[src/rtl/inc9_arb.sv]
// Two-owner pointer block sharing one W-bit incrementer: round-robin grant between
// A and B, parallel loads per owner, and registered per-owner acknowledge and wrap flags.
module inc9_arb #(
    parameter int unsigned    W       = 9,
    parameter logic [W-1:0]   RST_VAL = '0
) (
    input  logic          sys_clk,
    input  logic          resetl,
    input  logic          ld_a,
    input  logic [W-1:0]  ld_val_a,
    input  logic          inc_req_a,
    input  logic          ld_b,
    input  logic [W-1:0]  ld_val_b,
    input  logic          inc_req_b,
    output logic [W-1:0]  ptr_a,
    output logic [W-1:0]  ptr_b,
    output logic          ack_a,
    output logic          ack_b,
    output logic          wrap_a,
    output logic          wrap_b
);

    typedef enum logic {
        OWN_A = 1'b0,
        OWN_B = 1'b1
    } owner_e;

    logic [W-1:0] ptr_a_q, ptr_a_d;
    logic [W-1:0] ptr_b_q, ptr_b_d;
    logic         ack_a_q, ack_b_q;
    logic         wrap_a_q, wrap_b_q;
    owner_e       last_gnt_q, last_gnt_d;

    logic         elig_a, elig_b;
    logic         gnt_a, gnt_b;
    logic [W-1:0] sel_ptr;
    logic [W-1:0] inc_out;
    logic         sel_all_ones;

    // A load on an owner removes it from arbitration, so the slot falls to the other owner.
    assign elig_a = inc_req_a & ~ld_a;
    assign elig_b = inc_req_b & ~ld_b;

    assign gnt_a = elig_a & (~elig_b | (last_gnt_q == OWN_B));
    assign gnt_b = elig_b & ~gnt_a;

    // The only adder in the block; its operand is steered by the grant.
    assign sel_ptr      = gnt_b ? ptr_b_q : ptr_a_q;
    assign inc_out      = sel_ptr + {{(W-1){1'b0}}, 1'b1};
    assign sel_all_ones = &sel_ptr;

    always_comb begin
        ptr_a_d    = ptr_a_q;
        ptr_b_d    = ptr_b_q;
        last_gnt_d = last_gnt_q;

        if (gnt_a) begin
            ptr_a_d    = inc_out;
            last_gnt_d = OWN_A;
        end else if (ld_a) begin
            ptr_a_d = ld_val_a;
        end

        if (gnt_b) begin
            ptr_b_d    = inc_out;
            last_gnt_d = OWN_B;
        end else if (ld_b) begin
            ptr_b_d = ld_val_b;
        end
    end

    // Reset leaves B as last winner so A takes the first contended slot.
    always_ff @(posedge sys_clk or negedge resetl) begin
        if (!resetl) begin
            ptr_a_q    <= RST_VAL;
            ptr_b_q    <= RST_VAL;
            ack_a_q    <= 1'b0;
            ack_b_q    <= 1'b0;
            wrap_a_q   <= 1'b0;
            wrap_b_q   <= 1'b0;
            last_gnt_q <= OWN_B;
        end else begin
            ptr_a_q    <= ptr_a_d;
            ptr_b_q    <= ptr_b_d;
            ack_a_q    <= gnt_a;
            ack_b_q    <= gnt_b;
            wrap_a_q   <= gnt_a & sel_all_ones;
            wrap_b_q   <= gnt_b & sel_all_ones;
            last_gnt_q <= last_gnt_d;
        end
    end

    assign ptr_a  = ptr_a_q;
    assign ptr_b  = ptr_b_q;
    assign ack_a  = ack_a_q;
    assign ack_b  = ack_b_q;
    assign wrap_a = wrap_a_q;
    assign wrap_b = wrap_b_q;

endmodule

[config.mk]
export PLATFORM = sky130hd
export DESIGN_NAME = inc9_arb
export DESIGN_NICKNAME = d
export VERILOG_FILES = /design/src/rtl/inc9_arb.sv
export SDC_FILE = /design/constraint.sdc
export NUM_CORES = 1
export LEC_CHECK = 0
export CAP_MARGIN = 20
export CORE_ASPECT_RATIO = 1.25
export CORE_MARGIN = 3
export CORE_UTILIZATION = 35
export DETAILED_ROUTE_END_ITERATION = 16
export PLACE_DENSITY = 0.59
export SKIP_CTS_REPAIR_TIMING = 1
export SYNTH_ARGS = -nofsm -noshare
export SYNTH_HDL_FRONTEND = slang
export SYNTH_SLANG_ARGS = --single-unit
[constraint.sdc]
create_clock -name sys_clk -period 3.5 [get_ports sys_clk]
set_input_delay 0.7 -clock sys_clk [delete_from_list [all_inputs] [get_ports sys_clk]]
set_output_delay 0.7 -clock sys_clk [all_outputs]
set_load 0.01 [all_outputs]
==> metrics, run 1 <==
die span in x=63.2 µm; worst-path fanout max=7; H-tree depth=1; YS warnings=0; EDFF count, synth=0; Max Freq=0.313 GHz; Max Cap Violations=0; Slew Viols, Final=0; slew of the pin with the lowest slew margin=0.477 ns; post-detailed-placement half-perimeter wirelength=2940 µm; max-slew headroom at the worst pin=68.1%; reg2reg setup slack=0.84 ns; TritonCTS clock tree=yes; setup tns final=0 ns; post-synthesis cell area=0.00143 mm²; met2 global-route usage=26.5%; vias in the first global route=1,356; cts bufs inserted=3; Crit Path Class=input port to register; first-pass GRT wire length=6460 µm; met3 Usage GRT=2.89%; Largest delay share family, worst path=simple AND/OR/NAND/NOR gates; final hold violations=0; hold-critical path depth=1; ys async rst share=100%; RSZ-0062 raised after global routing=false; Longest Clk Path Bufs=2; grt ovf=0; routed wire length=3900 µm; leakage=0.883 nW; reg2reg start=last_gnt_q; antenna violations before repair=0; Mean Syn Cell Area=9.22 µm²; antenna fix cells=0; fin util=52.5%; DR iter-0 viols=75; Mapped Nets=181; final setup violating endpoints=0; Final Cell Area=0.00202 mm²; status=completed; clock sinks=23; Crit. End Element=register; Skew-Pair Late Insertion Delay=0.27 ns; Die ar.=0.00489 mm²; worst hold start=ptr_b[8]; DRC errors left=0; chip height=77.4 µm; Cells after Synth=155; Post-synth top flop=dfrtp_1; Worst Clk Skew=0.00699 ns; Pwr Total=762 µW; Hold EP=ptr_b[8]; Tcrit/Tclk final=91.2%; remaining antenna violation count after routing=0; Buf/Inv on CP=2; first drt pass iteration count=4; Crit-path slowest cell=clkdlybuf4s50_1; max incr delay on CP=0.47 ns; Seq/Total Area, Yosys=40.4%; Core Footprint=0.00385 mm²; Synth Register Bits=23; Cell variety after synth=48; Layout Nets=233; Critical Path Start Type=input port; share of cells above drive strength 1=10.7%; CTS Root Cell=clkbuf_8; vias post-DR=1,407; HP Class=register to register; Top Ports=46; Cell Chain, Critical Path=clkdlybuf4s50_1 -> nor2b_1 -> nand2_2 -> inv_2 -> nand2_1 -> nand2_1 -> ha_1 -> nand3_1 -> nor3_1 -> o221a_1 -> ha_1 -> a22o_1 -> a21o_1; global placement routability congestion=0.975; maximum vdd drop=0.000186 V; DR WL/cell=15.0 µm; Worst EP arrival=3.36 ns; CTS clk-pin slew, worst paths=0.09 ns; Area after DPL=0.00196 mm²; PortBufs=45; Hold Slack=0.516 ns; reg2reg end=ptr_b[8]; GR peak layer=met2; met1 GRT Util=21.5%; minimum clock period=3.19 ns; pin count of the biggest net entering global routing=24; initial core utilization=37.1%; Site Rows=25; pwr/cell area=378 mW/mm²; Worst EP required=3.67 ns; Reg2Reg Depth=11; P&R area growth vs syn=41.2%; Via density=5.41; GRT Total Usage=16.2%
==> synthesized netlist by cell type, types with 4 or more instances <==
| cell | number | share of area (%) |
|---|---|---|
| nor2b_1 | 4 | 1.8 |
| a211oi_1 | 4 | 2.1 |
| inv_1 | 5 | 1.3 |
| nor3_1 | 6 | 2.1 |
| a21oi_1 | 6 | 2.1 |
| a311oi_1 | 4 | 2.5 |
| a21o_1 | 4 | 2.1 |
| nand3_1 | 6 | 2.1 |
| o21ai_0 | 4 | 1.4 |
| dfrtp_1 | 22 | 39 |
| nor2_1 | 10 | 2.6 |
| a22o_1 | 4 | 2.5 |
| nand2_1 | 20 | 5.3 |
==> flip-flops by register name, indices dropped and copies added (netlist names) <==
signal      cells
ptr_b           9
wrap_a          1
wrap_b          1
ack_b           1
last_gnt_q      1
ack_a           1
ptr_a           9
==> worst reg2reg max path: stages (launching register included) <==
cell      delay (ns)
dfstp_2         0.61
nand3b_4        0.11
nand2_2         0.12
nand2_1         0.07
nand2_1         0.07
ha_1            0.27
nand3_1         0.15
nor3_1          0.29
o221a_1         0.27
ha_1            0.25
a22o_1          0.20
a21o_1          0.15
==> layer usage <==
layer / vias up / wire, µm
li1: 678 / -
met1: 673 / 1720
met2: 52 / 1910
met3: 4 / 231
met4: 0 / 36
met5: - / 0
==> worst max path at each step <==
stage / slack, ns / start / end / cells after the start
finish: 0.31 / inc_req_b / ptr_b[8] / 13
global route: 0.18 / inc_req_b / ptr_b[8] / 13
CTS: 0.33 / inc_req_b / ptr_b[8] / 13
detailed placement: 0.06 / inc_req_b / ptr_b[8] / 13
global placement: 0.20 / inc_req_b / ptr_b[8] / 13
floorplan: 0.56 / inc_req_b / ptr_a[8] / 14
==> metrics by stage <==
step	setup WS (ns)	std cells
4_1_cts	0.335	259
6_report	0.308	260
2_1_floorplan	0.564	155
5_1_grt	0.178	260
3_3_place_gp	0.198	255
3_5_place_dp	0.0562	255
==> placed cells by master (no fill, tap or decap), types with 2 or more instances in the layout <==
master	instances
clkdlybuf4s50_1	45
dfrtp_1	22
nand2_1	20
nor2_1	10
buf_4	8
a21oi_1	6
nand3_1	6
nor3_1	6
inv_1	5
nor2b_1	4
a211oi_1	4
a311oi_1	4
a22o_1	4
a21o_1	4
o21ai_0	4
and3_1	3
mux2i_1	3
nand4_1	3
a211o_1	3
clkbuf_8	3
inv_2	2
o21a_1	2
o22ai_1	2
xor2_1	2
and4_1	2
o211ai_1	2
o211a_1	2
a31oi_1	2
or3_1	2
ha_1	2
==> power breakdown <==
part / internal (mW) / total (mW) / switching [mW]
Clock: 0.0795 / 0.168 / 0.0885
Sequential: 0.298 / 0.342 / 0.0442
Combinational: 0.140 / 0.252 / 0.112
Total: 0.517 / 0.762 / 0.245
==> kinds of logic after synthesis <==
| group | synth area share (%) |
|---|---|
| and+or+nand+nor | 22.7 |
| xor gates and xnor gates | 1.84 |
| DFF | 40.4 |
| adders and majority gates | 1.75 |
| buffers and inverters | 5.34 |
| AOI/OAI and AO/OA | 25.1 |
| muxes | 2.89 |
==> area by class of cell <==
| class | count | area (µm²) |
|---|---|---|
| Tap cell | 54 | 67.6 |
| Timing Repair Buffer | 54 | 526 |
| Inverter | 7 | 26.3 |
| Fill cell | 376 | 1830 |
| Clock inverter | 1 | 5.00 |
| Multi-Input combinational cell | 118 | 776 |
| Clock buffer | 3 | 41.3 |
| Sequential cell | 23 | 577 |
Note: power is estimated with default switching activity, not from simulation.
==> inputs of run 2 (changes only) <==
--- a/config.mk
+++ b/config.mk
@@ -12,6 +12,7 @@
 export DETAILED_ROUTE_END_ITERATION = 16
 export PLACE_DENSITY = 0.59
 export SKIP_CTS_REPAIR_TIMING = 1
+export SLEW_MARGIN = 0
 export SYNTH_ARGS = -nofsm -noshare
 export SYNTH_HDL_FRONTEND = slang
 export SYNTH_SLANG_ARGS = --single-unit
==> results of run 2 <==
No change in the layout: final DEF, timing and power equal those of run 1.
==> inputs of run 3 (changes only) <==
--- a/config.mk
+++ b/config.mk
@@ -5,12 +5,14 @@
 export SDC_FILE = /design/constraint.sdc
 export NUM_CORES = 1
 export LEC_CHECK = 0
+export ABC_AREA = 0
 export CAP_MARGIN = 20
 export CORE_ASPECT_RATIO = 1.25
 export CORE_MARGIN = 3
 export CORE_UTILIZATION = 35
+export CTS_CLUSTER_DIAMETER = 30
 export DETAILED_ROUTE_END_ITERATION = 16
-export PLACE_DENSITY = 0.59
+export PLACE_DENSITY_LB_ADDON = 0.12
 export SKIP_CTS_REPAIR_TIMING = 1
 export SLEW_MARGIN = 0
 export SYNTH_ARGS = -nofsm -noshare
==> metrics, run 3 (synthesis results as in run 1) <==
Reg2Reg Depth=12; reg2reg end=ptr_b[8]; Via density=5.35; vias in the first global route=1,373; chip height=77.4 µm; Core Footprint=0.00385 mm²; Site Rows=25; Worst EP arrival=3.34 ns; Worst Clk Skew=0.00501 ns; Setup WS post-layout=0.327 ns; Slew Viols, Final=0; Longest Clk Path Bufs=2; Die ar.=0.00489 mm²; Top Ports=46; Internal Pwr Total=519 µW; Crit Path Class=input port to register; DR WL/cell=15.2 µm; minimum clock period=3.17 ns; maximum vdd drop=0.000163 V; switch share=32.5%; TritonCTS clock tree=yes; pwr/cell area=378 mW/mm²; slew of the pin with the lowest slew margin=0.360 ns; GRT Total Usage=16.9%; reg2reg setup slack=0.78 ns; Crit. End Element=register; grt ovf=0; antenna violations before repair=0; worst-path fanout max=7; hold-critical path depth=1; initial core utilization=37.1%; CTS clk-pin slew, worst paths=0.08 ns; RSZ-0062 raised after global routing=false; DRC errors left=0; first drt pass iteration count=4; cts bufs inserted=3; final setup violating endpoints=0; status=completed; share of cells above drive strength 1=10.7%; first-pass GRT wire length=6580 µm; Max Freq=0.315 GHz; post-detailed-placement half-perimeter wirelength=2940 µm; global placement routability congestion=0.963; clock sinks=23; PortBufs=45; commonest non-fill, non-tap cells in the layout=clkdlybuf4s50_1, dfrtp_1, nand2_1; Layout Nets=233; DR iter-0 viols=44; worst hold start=ptr_b[8]; Net Sw Power=249 µW; commonest non-fill, non-tap cell in the layout=clkdlybuf4s50_1; max-slew headroom at the worst pin=75.9%; Seq pwr share=44.5%; remaining antenna violation count after routing=0; leakage=0.889 nW; Critical Path Start Type=input port; antenna fix cells=0; setup tns final=0 ns; final hold violations=0; clock power share=22.5%; Hold EP=ptr_b[8]; reg2reg start=last_gnt_q; H-tree depth=1; routed wire length=3950 µm; vias post-DR=1,392; Max Cap Violations=0; Tcrit/Tclk final=90.7%; combinational power share=33.0%; HP Class=register to register; pin count of the biggest net entering global routing=24; die span in x=63.2 µm; P&R area growth vs syn=42.1%; Skew-Pair Late Insertion Delay=0.27 ns; Worst EP required=3.67 ns; CTS Root Cell=clkbuf_8; Post-Place Worst Slack=0.0271 ns
## run 3: cell type report
| type | instances | area, µm² |
|---|---|---|
| fill | 386 | 1820 |
| clock buffer | 3 | 41.3 |
| clock inverter | 1 | 5.00 |
| tap | 54 | 67.6 |
| timing repair buffer | 54 | 538 |
| sequential | 23 | 577 |
| multi-input combinational | 118 | 776 |
| inverter | 7 | 26.3 |
## run 3: stage by stage
stage / hold slack [ns] / instance area, µm² / std cells / utilization (%) / power, mW
after CTS: 0.526 / 2000 / 259 / 52.1 / 0.770
after global routing: 0.544 / 2030 / 260 / 52.8 / 0.814
after global placement: 0.491 / 1960 / 255 / 50.9 / 0.594
after detailed placement: 0.510 / 1960 / 255 / 50.9 / 0.597
after floorplan: 0.404 / 1430 / 155 / - / 0.467
final: 0.520 / 2030 / 260 / 52.8 / 0.768
## run 3: worst max path at each step
stage | startpoint | end | slack (ns) | cells after the start
after floorplan | inc_req_b | ptr_a[8] | 0.56 | 14
after global placement | inc_req_b | ptr_b[8] | 0.14 | 13
after detailed placement | inc_req_b | ptr_b[8] | 0.03 | 13
after CTS | inc_req_b | ptr_b[8] | 0.32 | 13
after global routing | inc_req_b | ptr_b[8] | 0.07 | 13
final | inc_req_b | ptr_b[8] | 0.33 | 13
## run 3: critical path, cell delays in order
cell             delay, ns
clkdlybuf4s50_1       0.57
nor2b_1               0.23
nand2_2               0.08
inv_2                 0.11
nand2_1               0.07
nand2_1               0.07
ha_1                  0.25
nand3_1               0.15
a21oi_1               0.26
o221a_1               0.25
ha_1                  0.25
a22o_1                0.20
a21o_1                0.15
## run 3: layer usage
metal | vias up | share of wire, % | GRT usage [%]
li1 | 680 | - | -
met1 | 662 | 47 | 22.1
met2 | 43 | 46 | 27.3
met3 | 7 | 4.2 | 2.60
met4 | 0 | 2.1 | 7.51
met5 | - | 0 | 0
## run 3: power by group through the flow
stage,clock (mW),combinational (mW),sequential (mW)
2_1_floorplan,0,0.116,0.352
3_3_place_gp,0,0.249,0.345
3_5_place_dp,0,0.250,0.346
4_1_cts,0.176,0.253,0.342
5_1_grt,0.187,0.279,0.348
6_report,0.172,0.254,0.342
